## config.mk

```make
export PLATFORM = sky130hd
export DESIGN_NAME = gbuf_rd_streamer
export DESIGN_NICKNAME = d
export VERILOG_FILES = /design/src/rtl/gbuf_pkg.sv /design/src/rtl/gbuf_rd_fifo.sv /design/src/rtl/gbuf_rd_streamer.sv
export SDC_FILE = /design/constraint.sdc
export NUM_CORES = 1
export LEC_CHECK = 0
export ABC_AREA = 1
export ABC_CLOCK_PERIOD_IN_PS = 2170
export BUFFER_PORTS_ARGS = -buffer_cell sky130_fd_sc_hd__buf_2
export CORE_MARGIN = 5
export CORE_UTILIZATION = 50
export DETAILED_ROUTE_END_ITERATION = 8
export PLACE_DENSITY = 0.77
export SYNTH_ARGS = -nofsm -noshare
export SYNTH_HDL_FRONTEND = slang
export SYNTH_SLANG_ARGS = --single-unit
```

## constraint.sdc

```tcl
create_clock -name clk_i -period 2.17 [get_ports clk_i]
set_input_delay 0.1085 -clock clk_i [delete_from_list [all_inputs] [get_ports clk_i]]
set_output_delay 0.1085 -clock clk_i [all_outputs]
set_load 0.1 [all_outputs]
```

## src/rtl/gbuf_pkg.sv

```systemverilog
// Shared types for the global-buffer read streamer.
// Holds the FSM encoding, keep codes and the stream beat bundle.
package gbuf_pkg;

  localparam int DATA_BITS = 8;

  typedef enum logic [1:0] {
    IDLE,
    RUN,
    DRAIN,
    DONE
  } state_t;

  localparam logic [1:0] KEEP_FULL = 2'b11;
  localparam logic [1:0] KEEP_LO   = 2'b01;

  typedef struct packed {
    logic [2*DATA_BITS-1:0] data;
    logic [1:0]             keep;
    logic                   last;
  } beat_t;

endpackage

```

## src/rtl/gbuf_rd_fifo.sv

```systemverilog
// Small synchronous FIFO of stream beats between the buffer read port
// and the valid/ready output; entries live in flops.
import gbuf_pkg::*;

module gbuf_rd_fifo #(
  parameter int FIFO_DEPTH = 2
) (
  input  logic                             clk_i,
  input  logic                             rst_i,
  input  logic                             push,
  input  beat_t                            push_beat,
  input  logic                             pop,
  output beat_t                            out_beat,
  output logic                             out_valid,
  output logic [$clog2(FIFO_DEPTH+1)-1:0]  count
);

  localparam int PW = $clog2(FIFO_DEPTH);
  localparam int CW = $clog2(FIFO_DEPTH+1);

  logic [PW-1:0] wr_ptr;
  logic [PW-1:0] rd_ptr;
  beat_t         mem [FIFO_DEPTH];

  function automatic logic [PW-1:0] nxt(input logic [PW-1:0] p);
    return (p == PW'(FIFO_DEPTH-1)) ? '0 : p + PW'(1);
  endfunction

  always_ff @(posedge clk_i or negedge rst_i) begin
    if (!rst_i) begin
      wr_ptr <= '0;
      rd_ptr <= '0;
      count  <= '0;
      for (int i = 0; i < FIFO_DEPTH; i++) begin
        mem[i] <= '0;
      end
    end else begin
      if (push) begin
        mem[wr_ptr] <= push_beat;
        wr_ptr      <= nxt(wr_ptr);
      end
      if (pop) begin
        rd_ptr <= nxt(rd_ptr);
      end
      count <= count + CW'(push) - CW'(pop);
    end
  end

  assign out_valid = (count != '0);
  assign out_beat  = out_valid ? mem[rd_ptr] : '0;

endmodule

```

## src/rtl/gbuf_rd_streamer.sv

```systemverilog
// Streams len words from the dual-port global buffer as word pairs,
// tracking the buffer's one-cycle registered read latency.
import gbuf_pkg::*;

module gbuf_rd_streamer #(
  parameter int ADDR_BITS  = 8,
  parameter int DATA_BITS  = 8,
  parameter int FIFO_DEPTH = 2
) (
  input  logic                   clk_i,
  input  logic                   rst_i,
  input  logic                   start_i,
  input  logic [ADDR_BITS-1:0]   base_addr_i,
  input  logic [ADDR_BITS:0]     len_i,
  output logic                   busy_o,
  output logic                   done_o,
  output logic                   rd_own_o,
  output logic [ADDR_BITS-1:0]   index_1_o,
  output logic [ADDR_BITS-1:0]   index_2_o,
  input  logic [DATA_BITS-1:0]   data_out_1_i,
  input  logic [DATA_BITS-1:0]   data_out_2_i,
  output logic                   m_valid_o,
  input  logic                   m_ready_i,
  output logic [2*DATA_BITS-1:0] m_data_o,
  output logic [1:0]             m_keep_o,
  output logic                   m_last_o
);

  localparam int CW = $clog2(FIFO_DEPTH+1);

  state_t               state;
  logic [ADDR_BITS-1:0] ptr;
  logic [ADDR_BITS:0]   rem;
  logic                 inflight;
  logic [1:0]           if_keep;
  logic                 if_last;

  logic                 pop;
  logic                 issue;
  logic [CW-1:0]        cnt;
  logic [CW:0]          occ;
  beat_t                in_beat;
  beat_t                out_beat;

  assign pop = m_valid_o & m_ready_i;

  // Occupancy after this cycle's pop, counting the read still in flight.
  assign occ = {1'b0, cnt} + (CW+1)'(inflight) - (CW+1)'(pop);
  assign issue = (state == RUN) && (occ < (CW+1)'(FIFO_DEPTH));

  assign in_beat.data = {data_out_2_i, data_out_1_i};
  assign in_beat.keep = if_keep;
  assign in_beat.last = if_last;

  always_ff @(posedge clk_i or negedge rst_i) begin
    if (!rst_i) begin
      state    <= IDLE;
      ptr      <= '0;
      rem      <= '0;
      inflight <= 1'b0;
      if_keep  <= '0;
      if_last  <= 1'b0;
    end else begin
      inflight <= issue;
      if (issue) begin
        if_keep <= (rem > (ADDR_BITS+1)'(1)) ? KEEP_FULL : KEEP_LO;
        if_last <= (rem <= (ADDR_BITS+1)'(2));
        ptr     <= ptr + ADDR_BITS'(2);
        rem     <= (rem > (ADDR_BITS+1)'(1)) ? rem - (ADDR_BITS+1)'(2) : '0;
      end
      unique case (state)
        IDLE: begin
          if (start_i) begin
            // Zero length passes through an empty DRAIN to DONE.
            if (len_i == '0) begin
              state <= DRAIN;
            end else begin
              state <= RUN;
              ptr   <= base_addr_i;
              rem   <= len_i;
            end
          end
        end
        RUN: begin
          if (issue && (rem <= (ADDR_BITS+1)'(2))) state <= DRAIN;
        end
        DRAIN: begin
          if ((pop && m_last_o) || (cnt == '0 && !inflight)) state <= DONE;
        end
        DONE: state <= IDLE;
      endcase
    end
  end

  gbuf_rd_fifo #(
    .FIFO_DEPTH(FIFO_DEPTH)
  ) u_fifo (
    .clk_i     (clk_i),
    .rst_i     (rst_i),
    .push      (inflight),
    .push_beat (in_beat),
    .pop       (pop),
    .out_beat  (out_beat),
    .out_valid (m_valid_o),
    .count     (cnt)
  );

  assign m_data_o  = out_beat.data;
  assign m_keep_o  = out_beat.keep;
  assign m_last_o  = out_beat.last;

  assign busy_o    = (state != IDLE);
  assign done_o    = (state == DONE);
  assign rd_own_o  = busy_o;
  assign index_1_o = (state == RUN) ? ptr : '0;
  assign index_2_o = (state == RUN) ? ptr + ADDR_BITS'(1) : '0;

endmodule

```

==> metrics.md, run 1 <==
| Metric | Value |
|---|---|
| Status | finished, violations left |
| Failing checks | negative setup slack |
| Io pins | 76 |
| Nets | 646 |
| Fillers | between 500 and 600 |
| Post-route setup slack | -265 ps |
| P&R area growth vs syn | 35.9% |
| Crit path max-delay family | adder cells |
| Final period util | 112% |
| Largest family of logic cells by synthesized area | simple AND/OR/NAND/NOR gates |
| FMAX | roughly 400 MHz |
| Syn Area/Cell | 7.47 um^2 |
| Largest net degree at the start of global routing | 40 |
| Post-Synth Adder-Cell Area | 3.96% |
| Mux cell area share after synthesis | 0% |
| Post-Route WL | 9410 um |
| Compound-Gate Fraction of Synth Area | between 10% and 20% |
| Slowest-stage cell, CP | fa_2 |
| Slew at the pin with the worst max-slew slack | 878 ps |
| Worst skew pair latency | 350 ps |
| Post-synth net total | 539 |
| Crit-path cells | nor2_4, clkinvlp_4, nand2_4, inv_2, nand2_2, o21ai_2, ha_2, inv_2, fa_2, nand3_2, nor2_4, buf_12, buf_12, nand2_4, nand2_2, a31oi_1 |
| Wire length per cell | 13.4 um |
| Worst setup EP type | register |
| Total track usage | 21.4% |
| Post-Syn Instances | around 490 |
| Critical setup path kind | register to register |
| Total gr overflow | 0 |
| Core footprint | 7210 um^2 |
| Ys Warns | 0 |
| CP startpoint kind | register |
| Setup TNS | -4720 ps |
| CP arrival | around 2600 ps |
| Period minus WS final | 2430 ps |
| Hold Slack | 15.8 ps |
| HP Class | input port to register |
| Max-cap violations | 0 |
| Skew final | about 12 ps |
| Via density | 4.99 |
| Die area | 9150 um^2 |
| Post-Synth XOR/XNOR Area | 1.43% |
| Total inserted antenna cells | 0 |
| Post-route DRC | 0 |
| Critical Path Fanout Max | 7 |
| Global-route wire length before repair | 15300 um |
| Clk buf depth | 2 |
| Cell Area, Synth | 3670 um^2 |
| Pre-Repair DR Iteration Count | 4 |
| Die H | 95.7 um |
| Max Slew Vio Count | 0 |
| Most common cell after layout, fill and taps aside | nand2_1 |
| Share of cells above drive strength 1 | a little over a third |
| Htree depth | 3 |
| Clk sinks | 65 |
| Iteration-0 DRC count of the detailed router | 193 |
| DP Cell Count | 662 |
| HPWL Detailed | between 6000 and 7000 um |
| Final core occ | 69.1% |
| Initial Utilization | 50.8% |
| CTS tree | yes |
| Synth cell types | 34 |
| Worst path max stage delay | 560 ps |
| Final Non-Filler Cells | 702 |
| Initial antenna violation count | 0 |
| Clock Tree Root | clkbuf_8 |
| Final setup vio count | 23 |
| Worst Path Buf+Inv | 5 |
| GPL Wtd Cong | 0.842 |
| Die Wd | 95.7 um |
| Vias post-DR | 3501 |
| Synth Area in Simple Gates | 26.6% |
| Floorplan row count | 31 |
| CP required | 2360 ps |
| Seq/Total Area, Yosys | 44.3% |
| Slew HR | 41.5% |
| Yosys reg bits | between 60 and 70 |
| Clock transition at path regs | 80 ps |
| Most frequent cells in the layout | 135 x nand2_1, 68 x buf_2, 63 x dfrtp_1 |
| DRT antenna net count | 0 |
| Final hold vios | 0 |
| RSZ-0062 raised after global routing | true |
| I/O Buffers | 75 |
| Total CTS buffers | 9 |
| Vias in the first global route | 3407 |
layout make-up:
type / count / area [um^2] / share of cell area, %
clock buffer: 10 / 128 / 2.56
multi-input combinational: 341 / 1930 / 38.6
timing repair buffer: 116 / 857 / 17.2
sequential: 65 / 1630 / 32.7
clock inverter: 6 / 67.6 / 1.36
tap: 99 / 124 / 2.48
inverter: 65 / 254 / 5.09
worst register-to-register path: cells and delay by family, from the launching register on:
family / cells / cell delay (ps)
DFF: 1 / 400
AOI/OAI and AO/OA: 2 / 140
and+or+nand+nor: 7 / 530
buffers and inverters: 5 / 470
adders and majority gates: 2 / 740
Yosys cell counts (all sizes together):
library cell	count	area share [%]
a31oi	4	0.68
ha	10	3.4
a21boi	1	0.20
o211ai	2	0.41
or2	4	0.68
nor3	3	0.41
inv	65	6.7
nor2	45	5.6
clkbuf	5	0.51
xnor2	1	0.24
fa	1	0.55
nand2	153	16
o21a	1	0.20
xor2	5	1.2
nand3	19	2.7
o21ai	49	6.8
nor4	1	0.17
nand4	2	0.34
and3	1	0.17
nand3b	2	0.41
buf	15	2.9
a21oi	37	5.3
dfrtp	65	44
logic make-up (layout without fill, tap and decap cells):
family | Yosys count | count (layout)
simple gates | 230 | 230
compound gates | 94 | 94
buf+inv | 85 | 197
flops | 65 | 65
fa+ha+maj | 11 | 11
xor+xnor | 6 | 6
through the flow:
stage	instance area [um^2]	setup WS (ps)
6_report	4990	-265
5_1_grt	4990	-416
4_1_cts	4900	-152
3_5_place_dp	4420	-185
3_3_place_gp	4420	-97.1
2_1_floorplan	3810	-533
state kept, by name (all words and copies together), names as in the netlist:
signal         flops
if_last            1
u_fifo.rd_ptr      1
inflight           1
u_fifo.mem        38
u_fifo.count       2
if_keep            2
state              2
rem                9
u_fifo.wr_ptr      1
ptr                8
worst paths after layout:
kind / slack, ps / endpoint / startpoint / cells past startpoint
worst max register to register: -260 / ptr[5] / u_fifo.count[1] / 16
worst min-delay path: 20 / u_fifo.mem[3] / data_out_1_i[0] / 3
worst max-delay path: -260 / ptr[5] / u_fifo.count[1] / 16
min in group asynchronous: 360 / u_fifo.mem[10] / rst_i / 2
worst min register to register: 480 / u_fifo.mem[25] / u_fifo.mem[25] / 2
max in group asynchronous: 1140 / ptr[1] / rst_i / 3
routing by layer:
| metal | track usage, % | vias to the layer above | routed length, um |
|---|---|---|---|
| li1 | - | 1762 | - |
| met5 | 0 | - | 0 |
| met4 | 9.12 | 0 | 112 |
| met2 | 35.6 | 102 | 4840 |
| met1 | 27.7 | 1626 | 3960 |
| met3 | 3.08 | 11 | 497 |
repair_timing:
item / CTS / global route
resized for setup: 20 / 28
hold buffers: 4 / 0
setup buffers: 19 / 3
hold endpoints to repair: 34 / 0
endpoints found under the setup margin: 18 / 27
gates cloned: 1 / 0
pin swaps: 16 / 20
Power of run 1 is left out: the tool's default activity adds up to more than one toggle a clock period on the data nets, which glitch-free logic cannot reach.
==> run 2: changes to the inputs <==
- ABC_CLOCK_PERIOD_IN_PS: 2170 -> 2500
- CORE_UTILIZATION: 50 -> 55
- PLACE_DENSITY: 0.77 -> 0.8
- clock period: 2.17 -> 2.5 ns (I/O delays scaled with it)
==> metrics.md, run 2 (synthesis gave the netlist of run 1 again) <==
| Metric | Value |
|---|---|
| Final core occ | 70.8% |
| Largest net degree at the start of global routing | 40 |
| Most frequent cells in the layout | 144 x nand2_1, 75 x buf_2, 65 x dfrtp_1 |
| Iteration-0 DRC count of the detailed router | 171 |
| Die area | 8400 um^2 |
| Hold Slack | 28.9 ps |
| Die H | about 92 um |
| Pre-Repair DR Iteration Count | 4 |
| Post-route DRC | 0 |
| Initial antenna violation count | 0 |
| Final setup vio count | 0 |
| Core footprint | approximately 6400 um^2 |
| RSZ-0062 raised after global routing | true |
| Via density | 5.19 |
| Post-Route WL | 8910 um |
| Most frequent cell on the critical path | nor2_4 |
| Final Non-Filler Cells | 656 |
| Skew final | 9.21 ps |
| Clk buf depth | 2 |
| Most common cell after layout, fill and taps aside | nand2_1 |
| GPL Wtd Cong | 0.889 |
| CTS tree | yes |
| Total track usage | between 20% and 30% |
| Worst Path Buf+Inv | 5 |
| Clock transition at path regs | 70 ps |
| HP Class | input port to register |
| DP Cell Count | 632 |
| Crit-path cells | nor2_4, clkinvlp_4, nand2_2, inv_1, nand2_1, o21ai_1, ha_2, inv_2, fa_2, nand3_2, nor2_4, buf_6, buf_12, nand3_1, a21oi_2 |
| Worst skew pair latency | 340 ps |
| CP startpoint kind | register |
| Setup TNS | 0 ps |
| Hold depth | 3 |
| Biggest regs | u_fifo.mem x38, rem x9, ptr x8 |
| Status | complete, no violations |
| Nets | 622 |
| Critical Path Fanout Max | 6 |
| Floorplan row count | 29 |
| Initial Utilization | 57.1% |
| Worst path max stage delay | between 500 and 600 ps |
| Clock Tree Root | clkbuf_8 |
| I/O Buffers | 75 |
| Max FFs per register | 38 |
| Worst setup EP type | register |
| HPWL Detailed | 6210 um |
| CP arrival | 2680 ps |
| Critical setup path kind | register to register |
| Fillers | 542 |
| DRT antenna net count | 0 |
| Vias post-DR | ~3400 |
| Io pins | 76 |
| Slowest-stage cell, CP | fa_2 |
| Global-route wire length before repair | 15000 um |
| Crit path max-delay family | adder cells |
| Total gr overflow | 0 |
| Final period util | 96.6% |
| Slew at the pin with the worst max-slew slack | 888 ps |
| Max Slew Vio Count | 0 |
| P&R area growth vs syn | 23.9% |
| Vias in the first global route | 3351 |
| Reg2Reg Depth | 15 |
| Slew HR | 40.8% |
| Htree depth | 3 |
| Max-cap violations | 0 |
| WP depth | 15 |
| Total inserted antenna cells | 0 |
| Period minus WS final | 2410 ps |
| Largest register by flop count | u_fifo.mem |
| Clk sinks | 65 |
| Register area | 1630 um^2 |
| Total CTS buffers | 9 |
| CP required | 2770 ps |
| Multi-input logic area | 1790 um^2 |
| FMAX | just over 400 MHz |
| Wire length per cell | 13.6 um |
| Final hold vios | 0 |
| Die Wd | between 90 and 100 um |
| Share of cells above drive strength 1 | roughly 27% |
-- run 2: worst min-delay path, cell delays in order --
cell     delay, ps
buf_2           80
nand2_1         70
o21ai_2         50
-- run 2: worst paths after layout --
kind                                       from             to  slack (ps)
min in group asynchronous                 rst_i  u_fifo.mem[9]         370
worst min register to register       if_keep[0]     if_keep[0]         470
worst max register to register  u_fifo.count[0]         rem[7]          90
max in group asynchronous                 rst_i         ptr[2]        1480
worst min-delay path                   len_i[8]         rem[8]          30
worst max-delay path            u_fifo.count[0]         rem[7]          90
-- run 2: timing repair --
item,4_1_cts,5_1_grt
resized for setup,1,10
setup endpoints to repair,1,11
pin swaps,0,10
setup buffers,0,6
hold endpoints to repair,31,0
hold buffers,2,0
-- run 2: area by class of cell --
type / count / area share (%)
well taps: 77 / 2.12
clock buffers: 11 / 3.11
flip-flops and latches: 65 / 35.8
inverters: 65 / 5.51
clock inverters: 5 / 2.26
multi-input cells: 341 / 39.4
repair buffers: 92 / 11.8
-- run 2: layer usage --
metal,share of wire [%],track usage (%),vias up,wire [um]
met3,4.6,3.68,12,406
met4,1.2,6.91,0,111
met2,52,37.7,85,4600
met5,0,0,-,0
met1,43,27.8,1607,3790
li1,-,-,1699,-
-- run 2: through the flow --
step                cell area [um^2]  setup slack, ps
floorplan                       3760             -246
global placement                4180              156
detailed placement              4180             19.3
CTS                             4440             53.2
global route                    4540            -34.1
finish                          4540             85.7
Power of run 2 is left out for the same reason.
==> run 3: changes to the inputs <==
- BUFFER_PORTS_ARGS: -buffer_cell sky130_fd_sc_hd__buf_2 -> not set
- CORE_UTILIZATION: 55 -> 60
- DONT_BUFFER_PORTS: not set -> 1
- PLACE_DENSITY: 0.8 -> 0.76
==> metrics.md, run 3 (synthesis gave the netlist of run 1 again) <==
| Metric | Value |
|---|---|
| CP required | 2760 ps |
| Total CTS buffers | 9 |
| Nets | 614 |
| Final core occ | 81.2% |
| Initial antenna violation count | 0 |
| Clock Tree Root | clkbuf_8 |
| Hold_sp | data_out_2_i[5] |
| Biggest regs | u_fifo.mem x38, rem x9, ptr x8 |
| Max FFs per register | 38 |
| Via density | 5.38 |
| Share of cells above drive strength 1 | about a quarter |
| Met3 Wirelength | ~600 um |
| Critical setup path kind | register to register |
| Pre-Repair DR Iteration Count | 7 |
| CP startpoint kind | register |
| FMAX | between 400 and 500 MHz |
| Final hold vios | 0 |
| Slew at the pin with the worst max-slew slack | a little under 900 ps |
| Final setup vio count | 0 |
| Global-route wire length before repair | 15800 um |
| DRT antenna net count | 0 |
| R2r startpoint | u_fifo.count[0] |
| Post-Route WL | 9190 um |
| Vias post-DR | 3473 |
| Max-cap violations | 0 |
| Total inserted antenna cells | 0 |
| CP arrival | 2650 ps |
| Largest register by flop count | u_fifo.mem |
| Initial Utilization | between 60% and 70% |
| Top routing layer used | met4 |
| Core footprint | 5920 um^2 |
| Met2 WL post-DR | 4760 um |
| Slew HR | 41.0% |
| Floorplan row count | 28 |
| Total track usage | 26.0% |
| Iteration-0 DRC count of the detailed router | 196 |
| Placed Instance Area | 4180 um^2 |
| Wire length per cell | about 14 um |
| Reg2Reg Depth | 14 |
| Largest net degree at the start of global routing | 66 |
| Metal1 wirelength | 3740 um |
| Hold Crit Endpoint | u_fifo.mem[35] |
| HPWL Detailed | 5980 um |
| Critical Path Fanout Max | 9 |
| P&R area growth vs syn | 31.1% |
| Die area | 7780 um^2 |
| Die Wd | 88.2 um |
| I/O Buffers | 0 |
| Worst skew pair latency | 330 ps |
| Io pins | 76 |
| R2R Setup Slk | 110 ps |
| Worst setup EP type | register |
| Fin area | 4810 um^2 |
| Die H | approximately 90 um |
| RSZ-0062 raised after global routing | true |
| Clk buf depth | 2 |
| Status | complete, no violations |
| CTS tree | yes |
| Post-route DRC | 0 |
| Most common cell after layout, fill and taps aside | nand2_1 |
| Worst R2R End | rem[8] |
| Skew final | a little under 9 ps |
| Hold depth | 2 |
| Total gr overflow | 0 |
| GPL Wtd Cong | 0.938 |
| Period minus WS final | approximately 2400 ps |
| Vias in the first global route | between 3000 and 4000 |
| Most frequent cells in the layout | 143 x nand2_1, 65 x dfrtp_1, 57 x inv_1 |
| Final period util | a little over nine tenths |
| Clk sinks | 65 |
| Clock transition at path regs | 70 ps |
| Max Slew Vio Count | 0 |
| HP Class | input port to register |
| Htree depth | 3 |
[run 3: cell type report]
| class | count | area (um^2) |
|---|---|---|
| multi-input combinational | 341 | 1860 |
| sequential | 65 | 1630 |
| clock inverter | 5 | 55.1 |
| fill | 404 | 1110 |
| tap | 75 | 93.8 |
| inverter | 65 | 250 |
| clock buffer | 11 | 141 |
| timing repair buffer | 84 | 781 |
[run 3: critical path, cell delays in order (launching register included)]
cell	delay [ps]
dfrtp_1	420
buf_4	150
inv_1	90
nand2_2	80
o21ai_2	60
ha_2	180
inv_2	40
fa_2	550
nand3_2	90
nor2_4	170
buf_6	150
nand2_1	60
nand2_1	60
nand3_1	70
o21ai_1	150
[run 3: how the worst max path moves through the flow]
| stage | start | end |
|---|---|---|
| 2_1_floorplan | state[1] | index_2_o[6] |
| 3_3_place_gp | u_fifo.count[1] | ptr[1] |
| 3_5_place_dp | u_fifo.count[1] | ptr[1] |
| 4_1_cts | u_fifo.count[1] | ptr[1] |
| 5_1_grt | u_fifo.count[0] | ptr[6] |
| 6_report | u_fifo.count[0] | rem[8] |
[run 3: timing repair]
item / CTS / global route
setup endpoints to repair: 0 / 20
hold buffers: 35 / 0
buffers inserted: 0 / 3
gates resized for setup: 0 / 11
endpoints found under the hold margin: 112 / 0
[run 3: per-layer routing]
metal  global-route usage (%)  up-vias
met5                        0        -
met3                     6.02       10
met1                     31.1     1640
met4                     7.14        0
met2                     46.9      132
li1                         -     1691
[run 3: metrics by stage]
step                      instances  hold WS, ps  worst slack, ps  TNS [ps]
after CTS                       643         15.8             16.3         0
after global placement          592         -169              183         0
after floorplan                 491         -171             -246     -3720
after global routing            646         20.3            -27.2     -66.3
final                           646         25.3              111         0
after detailed placement        592         -168              103         0
Power of run 3 is left out for the same reason.
